--- config.mk ---
export PLATFORM = sky130hd
export DESIGN_NAME = botones_irq_servicer
export DESIGN_NICKNAME = d
export VERILOG_FILES = /design/src/rtl/botones_pkg.sv /design/src/rtl/botones_evt_counter.sv /design/src/rtl/botones_irq_servicer.sv
export SDC_FILE = /design/constraint.sdc
export NUM_CORES = 1
export LEC_CHECK = 0
export ABC_AREA = 1
export CAP_MARGIN = 20
export CORE_ASPECT_RATIO = 0.75
export CORE_MARGIN = 2
export CORE_UTILIZATION = 26
export CTS_BUF_LIST = sky130_fd_sc_hd__clkbuf_16
export DETAILED_ROUTE_END_ITERATION = 16
export PLACE_DENSITY = 0.78
export SLEW_MARGIN = 10
export SYNTH_ARGS = -nofsm -noshare
export SYNTH_HDL_FRONTEND = slang
export SYNTH_SLANG_ARGS = --single-unit
--- constraint.sdc ---
create_clock -name clk -period 1 [get_ports clk]
set_input_delay 0.1 -clock clk [delete_from_list [all_inputs] [get_ports clk]]
set_output_delay 0.1 -clock clk [all_outputs]
set_load 0.005 [all_outputs]
--- src/rtl/botones_pkg.sv ---
// Shared types and PIO register map for the button IRQ servicer.
package botones_pkg;

    typedef enum logic [2:0] {
        INIT,
        IDLE,
        READ,
        WAIT,
        CLEAR,
        PUSH
    } state_t;

    localparam logic [1:0] PIO_ADDR_DATA = 2'd0;
    localparam logic [1:0] PIO_ADDR_MASK = 2'd2;
    localparam logic [1:0] PIO_ADDR_EDGE = 2'd3;

endpackage

--- src/rtl/botones_evt_counter.sv ---
// Per-button saturating event counters (8 bits each), bumped on every
// accepted event whose bit is set.
module botones_evt_counter
    import botones_pkg::*;
#(
    parameter int unsigned WIDTH = 2
) (
    input  logic               clk,
    input  logic               reset_n,
    input  logic               inc,
    input  logic [WIDTH-1:0]   bits,
    output logic [WIDTH*8-1:0] count
);

    logic [WIDTH-1:0][7:0] cnt;

    // One counter per button, holding at 255 instead of wrapping.
    always_ff @(posedge clk or negedge reset_n) begin
        if (!reset_n) begin
            cnt <= '0;
        end else begin
            for (int i = 0; i < int'(WIDTH); i++) begin
                if (inc && bits[i] && (cnt[i] != 8'hFF))
                    cnt[i] <= cnt[i] + 8'd1;
            end
        end
    end

    assign count = cnt;

endmodule

--- src/rtl/botones_irq_servicer.sv ---
// Avalon-MM master servicing the button PIO: programs the IRQ mask once after
// reset, then on each irq reads edge capture, clears it and offers the
// captured bits over a valid/ready handshake.
// Optional build macro BOTONES_SRV_CNT_EN adds per-button event counters
// on output evt_count.
module botones_irq_servicer
    import botones_pkg::*;
#(
    parameter int unsigned      WIDTH        = 2,
    parameter logic [WIDTH-1:0] MASK_INIT    = {WIDTH{1'b1}},
    parameter int unsigned      READ_LATENCY = 1
) (
    input  logic               clk,
    input  logic               reset_n,
    input  logic               enable,
    input  logic               irq,
    output logic [1:0]         avm_address,
    output logic               avm_chipselect,
    output logic               avm_write_n,
    output logic [31:0]        avm_writedata,
    input  logic [31:0]        avm_readdata,
    output logic               evt_valid,
    output logic [WIDTH-1:0]   evt_bits,
    input  logic               evt_ready
`ifdef BOTONES_SRV_CNT_EN
    ,
    output logic [WIDTH*8-1:0] evt_count
`endif
);

    localparam int CNT_W = (READ_LATENCY > 1) ? $clog2(READ_LATENCY) : 1;

    state_t           state;
    logic [CNT_W-1:0] wait_cnt;
    logic             wait_last;
    logic             unused_rd;

    // Only the low WIDTH bits of readdata carry edge-capture state.
    assign unused_rd = ^avm_readdata;
    assign wait_last = (wait_cnt == CNT_W'(READ_LATENCY - 1));

    // Service FSM; bus and event outputs are registered together with the
    // state so each state's bus cycle is glitch-free.
    always_ff @(posedge clk or negedge reset_n) begin
        if (!reset_n) begin
            state          <= INIT;
            avm_chipselect <= 1'b0;
            avm_write_n    <= 1'b1;
            avm_address    <= PIO_ADDR_DATA;
            avm_writedata  <= '0;
            evt_valid      <= 1'b0;
            evt_bits       <= '0;
            wait_cnt       <= '0;
        end else begin
            case (state)
                INIT: begin
                    avm_chipselect <= 1'b1;
                    avm_write_n    <= 1'b0;
                    avm_address    <= PIO_ADDR_MASK;
                    avm_writedata  <= 32'(MASK_INIT);
                    state          <= IDLE;
                end
                IDLE: begin
                    avm_write_n <= 1'b1;
                    if (irq && enable) begin
                        avm_chipselect <= 1'b1;
                        avm_address    <= PIO_ADDR_EDGE;
                        state          <= READ;
                    end else begin
                        avm_chipselect <= 1'b0;
                    end
                end
                READ: begin
                    avm_chipselect <= 1'b0;
                    wait_cnt       <= '0;
                    state          <= WAIT;
                end
                WAIT: begin
                    if (wait_last) begin
                        evt_bits       <= avm_readdata[WIDTH-1:0];
                        avm_chipselect <= 1'b1;
                        avm_write_n    <= 1'b0;
                        avm_writedata  <= '0;
                        state          <= CLEAR;
                    end else begin
                        wait_cnt <= wait_cnt + 1'b1;
                    end
                end
                CLEAR: begin
                    avm_chipselect <= 1'b0;
                    avm_write_n    <= 1'b1;
                    // An irq with nothing captured is dropped silently.
                    if (|evt_bits) begin
                        evt_valid <= 1'b1;
                        state     <= PUSH;
                    end else begin
                        state <= IDLE;
                    end
                end
                PUSH: begin
                    if (evt_ready) begin
                        evt_valid <= 1'b0;
                        state     <= IDLE;
                    end
                end
                default: state <= INIT;
            endcase
        end
    end

`ifdef BOTONES_SRV_CNT_EN
    botones_evt_counter #(.WIDTH(WIDTH)) u_evt_counter (
        .clk     (clk),
        .reset_n (reset_n),
        .inc     (evt_valid && evt_ready),
        .bits    (evt_bits),
        .count   (evt_count)
    );
`endif

endmodule
==> summary by stage <==
Run status
The flow ran to the end, but the final reports show violations. The final reports fail on negative setup slack.

Route
The iteration count of the initial detailed-routing pass is 2. In the routed layout, each cell is associated on average with a via count of 3.63. The met3 routed wirelength is 83 um.

The total detailed-routing wirelength is 1.45 mm. The count of nets left with antenna violations once routing finished came out at 0. The DRC violations left is 0. For this block, the initial DRC count from the detailed router was 3. For this block, the via count after detailed routing is 559. The average routed wire per standard cell is 9.43 um.

The detailed route wirelength on metal2 is 821 um. The detailed-route wire length on metal 1 is 547 um. The top layer used by detailed routing is met3.

Clock tree
Clock tree synthesis selected as its root buffer the cell sky130_fd_sc_hd__clkbuf_16. Clock tree synthesis inserted a total of 3 buffers. In this run the number of H-tree levels came out at 1. The clock transition at the registers of the reported paths is 0.04 ns. The later-pin clock latency in the skew report is 0.24 ns. The number of buffers inserted by hold repair at cts is 0.

No sink is reached through more buffers than the 2 on the longest clock path. The number of clock sinks is 11. The CTS tree is built.

Logic synthesis
The post-synthesis async set-or-reset flop share is 100%. Summing every instance area after synthesis gives 747 um2. The most used flip-flop cell after synthesis is sky130_fd_sc_hd__dfrtp_1. By area the synthesized netlist is led by sky130_fd_sc_hd__dfrtp_1 (34%), sky130_fd_sc_hd__buf_4 (31%), sky130_fd_sc_hd__nand2_1 (6.5%). The cell type with the highest aggregate area in the netlist is sky130_fd_sc_hd__dfrtp_1.

The mean cell area of the mapped netlist is 8.49 um2. The proportion of synthesized chip area in sequential cells is 37.0%. Summed over its instances, the top area cell type makes up 33.5% of the synthesized netlist area. Synthesis inferred 11 register bits. The number of warnings reported in the yosys synthesis log is 0. Yosys instantiated no cell more often than sky130_fd_sc_hd__buf_4. Counting every instance in the synthesized netlist gives 88. The synthesized netlist contains 19 unique library cells. Yosys mapped a number of flops with a built-in enable equal to 0.

Counting instances in the post-synthesis netlist gives the leading cell types as sky130_fd_sc_hd__buf_4 (31), sky130_fd_sc_hd__nand2_1 (13), sky130_fd_sc_hd__dfrtp_1 (10).

Global routing
Across every metal layer, demand over resource in global routing totals 9.36%. The initial antenna violation count is 0. The number of global-route vias before repair is 517. Entering global routing, the biggest net connects 12 pins.

The total congestion overflow is 0. The first global-routing pass estimated 2.28 mm of wire.

Timing
Timing would allow up to 980 MHz. Setup violations remaining at the end of the flow were counted as 2. Final hold analysis gives a worst-case slack of 0.153 ns. Setup repair after global routing could not meet its margin everywhere. The clock period minus final worst setup slack is 1.02 ns. The clock arrives with 0.00243 ns of skew. The count of pins over their slew limit came to 0.

Summed over all failing endpoints, the final setup total negative slack is -0.0269 ns. The final critical path takes up 102% of the cycle. The final hold violation count came to 0.

After layout, the worst setup slack is -0.0203 ns.

Cells and area
The cell area after layout is 0.00106 mm2. The fraction of layout instances using a drive strength above 1 is 38.1%. The area of the multi-input gates is 379 um2. The number of antenna diodes in the final layout is 0. The post-synthesis to final-layout area growth is 42.5%. The share of the core filled with cells is 40.0%. The number of standard cells in the layout, taps in and fillers out is 154. The footprint of the flip-flops and latches is 280 um2.

At the end of the flow, the number of nets in the layout was 156. Counting the fill cells in the layout gives 280.

Power
Combinational logic is responsible for 49.4% of the overall power. The internal power summed over all cells is 2.01 mW. In this run, flip-flops and latches consume 27.6% of the power. The fraction of power consumed by the clock network is 23.0%. The leakage power is 0.543 nW.

In this run the power density over the cells is 2960 mW/mm2. The design draws 3.15 mW. VDD sags by at most 1.14 mV. The net switching fraction of the power is 36.2%. The switching power total is 1.14 mW.

Die
The initial core utilization is 28.1%. From bottom edge to top edge, the die measures 50.4 um. In this run the horizontal extent of the chip is 65.9 um. The total die area is 0.00332 mm2. The total area inside the core boundary comes to 0.00266 mm2. In this run the count of I/O pins placed on the die edge is 76. The floorplan has 16 rows.

Worst setup path
The buffer and inverter count on the worst path is 2. In this run the worst path has a maximum fanout of 5. Among cell families on the critical path, the largest total delay comes from flip-flops.

The category of the worst setup path launch point is a flip-flop. The slack of the worst reg-to-reg path is -0.02 ns. The arrival time at the worst endpoint is 1.19 ns. The largest single stage delay on the critical path is 0.46 ns. The critical path class is reg2reg.

For the worst setup path, the data required time is 1.17 ns. Walking the worst path, the cells encountered are inv_4 > nand3_4 > inv_2 > nand2_4 > a21oi_2. For this design, the slowest cell found on the critical path is sky130_fd_sc_hd__dfrtp_2. STA classifies the critical path endpoint as a flip-flop.

Place
The number of placed instances, taps included, is 144. The setup slack at placement is -0.108 ns. The number of port buffers is 15. In this run the cell area measured after placement is 871 um2. The HPWL reported at the end of detailed placement is 998 um. The congestion estimate from routability-driven global placement came to 0.756.

Worst hold path
In this run the worst hold path is classified as in2async.

Job
Max-cap violations in this run came to 0.
## final cells by class
class,count,area share (%)
clock inverter,1,0.353
clock buffer,3,7.05
multi-input combinational,68,35.6
timing repair buffer,28,23.3
inverter,7,3.17
tap,36,4.23
sequential,11,26.3
## state kept, by name, indices dropped and copies added, names as in the netlist
name and cells:
avm_address 2, avm_chipselect 1, avm_write_n 1, avm_writedata 1, evt_bits 2, evt_valid 1
state 3
## per-layer routing
layer  track usage (%)  up-vias
met5                 0        -
met4              3.13        0
met3              4.71        0
met2              15.5       16
met1              10.4      268
li1                  -      275
## cells in the final DEF (no fill, tap or decap)
cell | netlist | layout
sky130_fd_sc_hd__conb_1 | 1 | 30
sky130_fd_sc_hd__nand2_1 | 13 | 9
sky130_fd_sc_hd__buf_4 | 31 | 9
sky130_fd_sc_hd__dfrtp_1 | 10 | 7
sky130_fd_sc_hd__clkdlybuf4s50_1 | 0 | 6
sky130_fd_sc_hd__nand3_1 | 6 | 5
sky130_fd_sc_hd__nand2_2 | 3 | 4
sky130_fd_sc_hd__dlygate4sd2_1 | 0 | 4
sky130_fd_sc_hd__buf_6 | 0 | 4
sky130_fd_sc_hd__inv_4 | 0 | 3
sky130_fd_sc_hd__inv_1 | 2 | 3
sky130_fd_sc_hd__nand2_4 | 0 | 3
sky130_fd_sc_hd__nor2_4 | 0 | 3
sky130_fd_sc_hd__o21ai_2 | 0 | 3
sky130_fd_sc_hd__clkbuf_16 | 0 | 3
sky130_fd_sc_hd__clkdlybuf4s15_1 | 0 | 3
sky130_fd_sc_hd__dfrtp_2 | 0 | 3
sky130_fd_sc_hd__inv_2 | 5 | 2
sky130_fd_sc_hd__a21oi_1 | 2 | 2
sky130_fd_sc_hd__nand3_4 | 1 | 1
sky130_fd_sc_hd__nor2_2 | 3 | 1
sky130_fd_sc_hd__nor3_1 | 1 | 1
sky130_fd_sc_hd__a21oi_2 | 1 | 1
sky130_fd_sc_hd__nand3_2 | 0 | 1
sky130_fd_sc_hd__nor3b_2 | 1 | 1
sky130_fd_sc_hd__o211ai_1 | 1 | 1
sky130_fd_sc_hd__nand3b_1 | 1 | 1
sky130_fd_sc_hd__nor2_1 | 2 | 1
sky130_fd_sc_hd__dfstp_2 | 1 | 1
sky130_fd_sc_hd__buf_2 | 0 | 1
sky130_fd_sc_hd__clkbuf_2 | 0 | 1
## power groups by stage
stage                     Clock (mW)  Sequential [mW]  Combinational [mW]
after floorplan                    0            0.844               0.703
after global placement             0            0.822                1.21
after detailed placement           0            0.832                1.22
after CTS                      0.737            0.838                1.37
after global routing           0.762            0.904                1.73
final                          0.723            0.869                1.56
## cells by family after synthesis
logic type / synth area share [%]
compound gates: 5.53
buf+inv: 34.7
flops: 37.0
other cells: 0.502
simple gates: 22.3
## worst paths after layout
path	startpoint	end	cells after the start
worst max-delay path	state[2]	avm_chipselect	5
worst min register to register	avm_address[1]	avm_address[1]	2
max in group asynchronous	reset_n	avm_write_n	2
worst max register to register	state[2]	avm_chipselect	5
min in group clk	avm_readdata[1]	evt_bits[1]	3
worst min-delay path	reset_n	state[2]	2
## what timing repair did
item	in CTS	in global routing
pin swaps	1	6
gates resized for setup	22	20
setup buffers	5	1
endpoints found under the setup margin	14	12
(Power assumes the default switching activity.)
